==> src/rtl/regfile_debug_scanner_if.sv <==
// Debug-port and character-write bus between the scanner, the register file and the text buffer.
// Master is the scanner side; slave is the register file / character RAM side.
interface regfile_debug_scanner_if;
   logic [4:0]  dbg_read_address;
   logic        dbg_clock;
   logic [31:0] dbg_data;
   logic        char_valid;
   logic        char_ready;
   logic [4:0]  char_row;
   logic [6:0]  char_col;
   logic [7:0]  char_code;

   modport master (
      output dbg_read_address, dbg_clock, char_valid, char_row, char_col, char_code,
      input  dbg_data, char_ready
   );

   modport slave (
      input  dbg_read_address, dbg_clock, char_valid, char_row, char_col, char_code,
      output dbg_data, char_ready
   );
endinterface

==> src/rtl/regfile_debug_scanner.sv <==
// Sweeps registers through the debug port and writes each word as 8 hex chars into the text buffer.
// 11+SETTLE_CYCLES cycles per register with ready high; a low char_ready freezes the current character.
module regfile_debug_scanner #(
   parameter int NUM_REGS      = 32,
   parameter int COL_BASE      = 4,
   parameter int SETTLE_CYCLES = 1
) (
   input  logic                    clock,
   input  logic                    reset,
   input  logic                    start,
   output logic                    busy,
   output logic                    done,
   regfile_debug_scanner_if.master bus
);
   typedef enum logic [2:0] {S_IDLE, S_ADDR, S_STROBE, S_WAIT, S_EMIT, S_NEXT} state_t;

   localparam logic [4:0] LAST_REG = 5'(NUM_REGS - 1);
   localparam logic [6:0] COL0     = 7'(COL_BASE);
   localparam logic [3:0] SETTLE   = 4'(SETTLE_CYCLES);

   state_t      state, state_nxt;
   logic [4:0]  index;
   logic [2:0]  nibble;
   logic [31:0] data;
   logic [3:0]  settle;
   logic        accept;
   logic        last_reg;
   logic        start_ok;
   logic [31:0] next_word;

   function automatic logic [7:0] hex_char(input logic [3:0] n);
      return (n < 4'd10) ? (8'h30 + {4'h0, n}) : (8'h37 + {4'h0, n});
   endfunction

   assign accept    = bus.char_valid && bus.char_ready;
   assign last_reg  = (index == LAST_REG);
   // A start coinciding with the done pulse belongs to the sweep just finished and is dropped.
   assign start_ok  = start && !done;
   assign next_word = data << {nibble + 3'd1, 2'b00};

   always_ff @(posedge clock or negedge reset) begin
      if (!reset) state <= S_IDLE;
      else        state <= state_nxt;
   end

   always_comb begin
      state_nxt = state;
      case (state)
         S_IDLE:   if (start_ok) state_nxt = S_ADDR;
         S_ADDR:   state_nxt = S_STROBE;
         S_STROBE: state_nxt = S_WAIT;
         S_WAIT:   if (settle <= 4'd1) state_nxt = S_EMIT;
         S_EMIT:   if (accept && nibble == 3'd7) state_nxt = S_NEXT;
         S_NEXT:   state_nxt = last_reg ? S_IDLE : S_ADDR;
         default:  state_nxt = S_IDLE;
      endcase
   end

   always_ff @(posedge clock or negedge reset) begin
      if (!reset) begin
         index                <= '0;
         nibble               <= '0;
         data                 <= '0;
         settle               <= '0;
         bus.dbg_read_address <= '0;
         bus.dbg_clock        <= 1'b1;
         bus.char_valid       <= 1'b0;
         bus.char_row         <= '0;
         bus.char_col         <= '0;
         bus.char_code        <= '0;
         busy                 <= 1'b0;
         done                 <= 1'b0;
      end else begin
         done <= 1'b0;
         case (state)
            S_IDLE: begin
               if (start_ok) begin
                  index <= '0;
                  busy  <= 1'b1;
               end
            end
            S_ADDR: begin
               bus.dbg_read_address <= index;
               bus.dbg_clock        <= 1'b1;
            end
            S_STROBE: begin
               bus.dbg_clock <= 1'b0;
               settle        <= SETTLE;
            end
            S_WAIT: begin
               settle <= settle - 4'd1;
               if (settle <= 4'd1) begin
                  data           <= bus.dbg_data;
                  nibble         <= '0;
                  bus.char_valid <= 1'b1;
                  bus.char_row   <= index;
                  bus.char_col   <= COL0;
                  bus.char_code  <= hex_char(bus.dbg_data[31:28]);
               end
            end
            S_EMIT: begin
               // Character outputs only move on an accepted write, so they hold through stalls.
               if (accept) begin
                  nibble <= nibble + 3'd1;
                  if (nibble == 3'd7) begin
                     bus.char_valid <= 1'b0;
                  end else begin
                     bus.char_col  <= bus.char_col + 7'd1;
                     bus.char_code <= hex_char(next_word[31:28]);
                  end
               end
            end
            S_NEXT: begin
               bus.dbg_clock <= 1'b1;
               if (last_reg) begin
                  done <= 1'b1;
                  busy <= 1'b0;
               end else begin
                  index <= index + 5'd1;
               end
            end
            default: ;
         endcase
      end
   end
endmodule

==> src/flat_wrapper.sv <==
// flat-port wrapper written by rule: the top's interface ports become plain ports
module regfile_debug_scanner_flat 
#(
   parameter int NUM_REGS      = 32,
   parameter int COL_BASE      = 4,
   parameter int SETTLE_CYCLES = 1
)
  (clock, reset, start, busy, done, bus_dbg_read_address, bus_dbg_clock, bus_char_valid, bus_char_row, bus_char_col, bus_char_code, bus_dbg_data, bus_char_ready);
  regfile_debug_scanner_if bus_i ();
  input  logic clock;
  input  logic reset;
  input  logic start;
  output logic busy;
  output logic done;
  output wire logic [$bits(bus_i.dbg_read_address)-1:0] bus_dbg_read_address;
  output wire logic [$bits(bus_i.dbg_clock)-1:0] bus_dbg_clock;
  output wire logic [$bits(bus_i.char_valid)-1:0] bus_char_valid;
  output wire logic [$bits(bus_i.char_row)-1:0] bus_char_row;
  output wire logic [$bits(bus_i.char_col)-1:0] bus_char_col;
  output wire logic [$bits(bus_i.char_code)-1:0] bus_char_code;
  input wire logic [$bits(bus_i.dbg_data)-1:0] bus_dbg_data;
  input wire logic [$bits(bus_i.char_ready)-1:0] bus_char_ready;
  assign bus_dbg_read_address = bus_i.dbg_read_address;
  assign bus_dbg_clock = bus_i.dbg_clock;
  assign bus_char_valid = bus_i.char_valid;
  assign bus_char_row = bus_i.char_row;
  assign bus_char_col = bus_i.char_col;
  assign bus_char_code = bus_i.char_code;
  assign bus_i.dbg_data = bus_dbg_data;
  assign bus_i.char_ready = bus_char_ready;
  regfile_debug_scanner #(.NUM_REGS(NUM_REGS), .COL_BASE(COL_BASE), .SETTLE_CYCLES(SETTLE_CYCLES)) u_core (.clock(clock), .reset(reset), .start(start), .busy(busy), .done(done), .bus(bus_i));
endmodule
==> config.mk <==
export PLATFORM = sky130hd
export DESIGN_NAME = regfile_debug_scanner_flat
export DESIGN_NICKNAME = d
export VERILOG_FILES = /design/src/rtl/regfile_debug_scanner_if.sv /design/src/rtl/regfile_debug_scanner.sv /design/src/flat_wrapper.sv
export SDC_FILE = /design/constraint.sdc
export NUM_CORES = 1
export LEC_CHECK = 0
export BUFFER_PORTS_ARGS = -buffer_cell sky130_fd_sc_hd__buf_2
export CORE_MARGIN = 2
export CORE_UTILIZATION = 56
export CTS_BUF_LIST = sky130_fd_sc_hd__clkbuf_16
export CTS_CLUSTER_SIZE = 30
export DETAILED_ROUTE_END_ITERATION = 12
export HOLD_SLACK_MARGIN = 0.12
export PLACE_DENSITY = 0.88
export REMOVE_ABC_BUFFERS = 1
export SKIP_CTS_REPAIR_TIMING = 1
export SYNTH_ARGS = -nofsm -noshare
export SYNTH_HDL_FRONTEND = slang
export SYNTH_SLANG_ARGS = --single-unit
==> constraint.sdc <==
create_clock -name clock -period 2.9 [get_ports clock]
set_input_delay 0 -clock clock [delete_from_list [all_inputs] [get_ports clock]]
set_output_delay 0 -clock clock [all_outputs]
set_load 0.005 [all_outputs]
==> flow_summary_export.csv <==
group,metric,value,unit
finish,fillers,403,
global_route,grt_usage,0.251,
hold_path,whs_endpoint,"u_core.index[3]$_DFFE_PN0P_",
sta,fin_crit,2.60,ns
hold_path,whs_path_depth,4,
synth,ys_ff_latch,75,
job,cap_violations,0,
drt,drtIter0Drc,411,
worst_setup_path,crit_path_start_kind,"flop",
worst_setup_path,ff2ff_path_depth,8,
floorplanning,dieArea,0.00733,mm^2
floorplanning,core_area,0.00639,mm^2
drt,post-route-drc-count,0,
synth,yosys_most_used_dff,"dfrtp_1",
sta,timing.final.ws_setup,0.297,ns
placed_design,portBuffers,63,
sta,rsz0062_at_grt,"no",
hold_path,hold_class,"in -> reg",
finish,n_antenna_cell,0,
drt,num_vias,3237,
finish,mostFrequentLayoutCell,"nand2_1",
global_route,grt-ovfl-total,0,
global_route,antenna_found_initial,0,
clock_tree,cts_made_buffers,9,
synth,syn_inst,379,
worst_setup_path,cp-end-kind,"flop",
sta,period_share,0.897,
finish,final_cell_mix,"126 x nand2_1, 74 x dfrtp_1, 63 x buf_2, 34 x dlygate4sd3_1, 16 x nor2_1",
worst_setup_path,critPathMaxFanout,13,
drt,top_layer_used,"met4",
clock_tree,cts_max_level,3,
sta,setup_viol,0,
synth,synth_enable_flop_cells,0,
clock_tree,clock-sinks,75,
finish,drive_above_1_share,0.234,
sta,hold_viol,0,
synth,synth_warnings,0,
floorplanning,die_w,85.6,um
outcome,status,"complete, no violations",
drt,wire_per_inst,17.1,um
drt,wl,9580,um
global_route,grt_start_max_net_pins,43,
clock_tree,cts_tree,"done",
synth,yosysUniqueCellTypes,50,
sta,worstMarginPinSlew,0.934,ns
clock_tree,ctsRootBufferMaster,"clkbuf_16",
drt,firstDrtPassIters,5,
synth,synth_area_leader_cell,"dfrtp_1",
synth,synth_area,0.00373,mm^2
power,power_density,1010,mW/mm^2
worst_setup_path,r2r_end,"u_core.bus.char_code[2]$_DFFE_PN0P_",
sta,final.setup_skew,0.00600,ns
placed_design,hpwl,5550,um
sta,relSlewSlack,0.377,
sta,fmax,384,MHz
worst_setup_path,r2r_slack,0.30,ns
floorplanning,ios,65,
clock_tree,cts_buffer_depth,2,
finish,area_delta_synth_final,26.8,%
synth,synth_area_per_cell,9.84,um^2
sta,hold_ws,0.113,ns
worst_setup_path,cp.arrival,2.83,ns
drt,met3_length,493,um
global_route,grt_pass1_wl,14200,um
worst_setup_path,reg2reg_from,"u_core.nibble[0]$_DFFE_PN0P_",
global_route,grt_pass1_vias,2904,
drt,met1_length,3860,um
worst_setup_path,required,3.12,ns
clock_tree,cts.clk_slew.worst_paths,0.06,ns
placed_design,pre_cts_slack,0.465,ns
floorplanning,die_h,85.6,um
worst_setup_path,critPathKind,"reg -> reg",
synth,ys_top_cells_by_area,"dfrtp_1 50%, nand2_1 13%, mux2_2 3.3%, ha_1 3.0%, mux4_1 2.8%",
drt,routed-wl-met2,4840,um
sta,slew_viol_final,0,
drt,antenna_left,0,
drt,avgViaCountPerCell,5.78,
power,ir_drop,577,uV
power,total_power,4.77,mW
synth,synth_top_cell_area_share,0.497,
clock_tree,insertion_delay,0.34,ns
finish,final_nets,523,
hold_path,min_from,"start",
synth,synth_seq_area_share,0.504,
floorplanning,floorplan.initialDensity,0.584,
power,leakage,2.42,nW
floorplanning,core.rowCount,29,
synth,async_flop_share,1.00,
placed_design,place_congestion,0.871,
==> report_power, final <==
group	internal, mW	switching (mW)
clock network	0.662	0.442
registers	1.44	0.312
logic	0.826	1.08
==> state kept, by name (all words and copies together), names as in the netlist <==
register	cells
u_core.bus.char_valid	1
u_core.index	5
u_core.bus.dbg_read_address	5
u_core.bus.char_col	7
u_core.bus.dbg_clock	1
u_core.done	1
u_core.bus.char_code	7
u_core.settle	4
u_core.bus.char_row	5
u_core.state	3
u_core.nibble	3
u_core.busy	1
u_core.data	32
==> layout make-up <==
| class | count | area [um^2] | share of cell area |
|---|---|---|---|
| clock buffers | 9 | 225 | 0.0476 |
| repair buffers | 108 | 738 | 0.156 |
| well taps | 77 | 96.3 | 0.0204 |
| inverters | 10 | 37.5 | 0.00794 |
| clock inverters | 7 | 68.8 | 0.0146 |
| multi-input cells | 274 | 1690 | 0.356 |
| flip-flops and latches | 75 | 1880 | 0.397 |
==> synth_stat cells (2+ instances only) <==
library cell / instances
o21ai_0: 13
o21bai_1: 2
nand3b_1: 3
dfrtp_1: 74
nor2b_1: 3
a22o_1: 8
a21oi_1: 15
or2_2: 2
mux2i_1: 8
a211oi_1: 2
mux2_2: 11
nor2_2: 2
nor2_1: 16
clkbuf_1: 7
a21o_1: 2
or3_1: 2
ha_1: 9
and3_1: 4
nand3_1: 4
mux4_1: 4
buf_6: 4
inv_1: 10
o22ai_1: 2
nand2b_1: 4
a31oi_1: 3
nor3_1: 3
buf_2: 6
nand2_1: 126
buf_4: 2
xor2_1: 8
==> worst max-delay path: stages (launching register included) <==
cell,delay (ns)
dfrtp_1,0.35
buf_4,0.24
mux4_1,0.61
mux2i_1,0.31
ha_1,0.23
inv_1,0.04
nor3_1,0.25
mux2i_1,0.15
a221o_1,0.31
==> worst max-delay path by stage <==
stage	to	start	cells after the start
after detailed placement	u_core.bus.char_code[2]$_DFFE_PN0P_	u_core.nibble[0]$_DFFE_PN0P_	8
final	u_core.bus.char_code[2]$_DFFE_PN0P_	u_core.nibble[0]$_DFFE_PN0P_	8
after CTS	u_core.bus.char_code[2]$_DFFE_PN0P_	u_core.nibble[0]$_DFFE_PN0P_	8
after floorplan	u_core.bus.char_col[3]$_DFFE_PN0P_	u_core.state[0]$_DFFE_PN0P_	5
after global routing	u_core.bus.char_code[2]$_DFFE_PN0P_	u_core.nibble[0]$_DFFE_PN0P_	8
after global placement	u_core.bus.char_code[2]$_DFFE_PN0P_	u_core.nibble[0]$_DFFE_PN0P_	8
==> logic make-up (layout without fill, tap and decap cells) <==
| family | after synthesis | count (layout) | share of synthesized area |
|---|---|---|---|
| simple gates | 177 | 177 | 0.207 |
| flops | 75 | 75 | 0.504 |
| buf+inv | 30 | 134 | 0.0466 |
| xor+xnor | 9 | 9 | 0.0211 |
| compound gates | 53 | 53 | 0.0950 |
| other cells | 1 | 1 | 0.00101 |
| fa+ha+maj | 9 | 9 | 0.0302 |
| mux | 25 | 25 | 0.0950 |
==> through the flow <==
stage	area (um^2)	setup TNS, ns	cells	util
floorplan	3590	-16.75	359	-
global route	4730	0	560	0.741
global placement	4100	0	510	0.641
finish	4730	0	560	0.741
detailed placement	4100	0	510	0.641
CTS	4390	0	526	0.687
==> routing by layer <==
metal  vias up  GRT usage
met3        43     0.0375
li1       1479          -
met2       158      0.398
met5         -          0
met1      1557      0.337
met4         0      0.133
(Power assumes the default switching activity.)
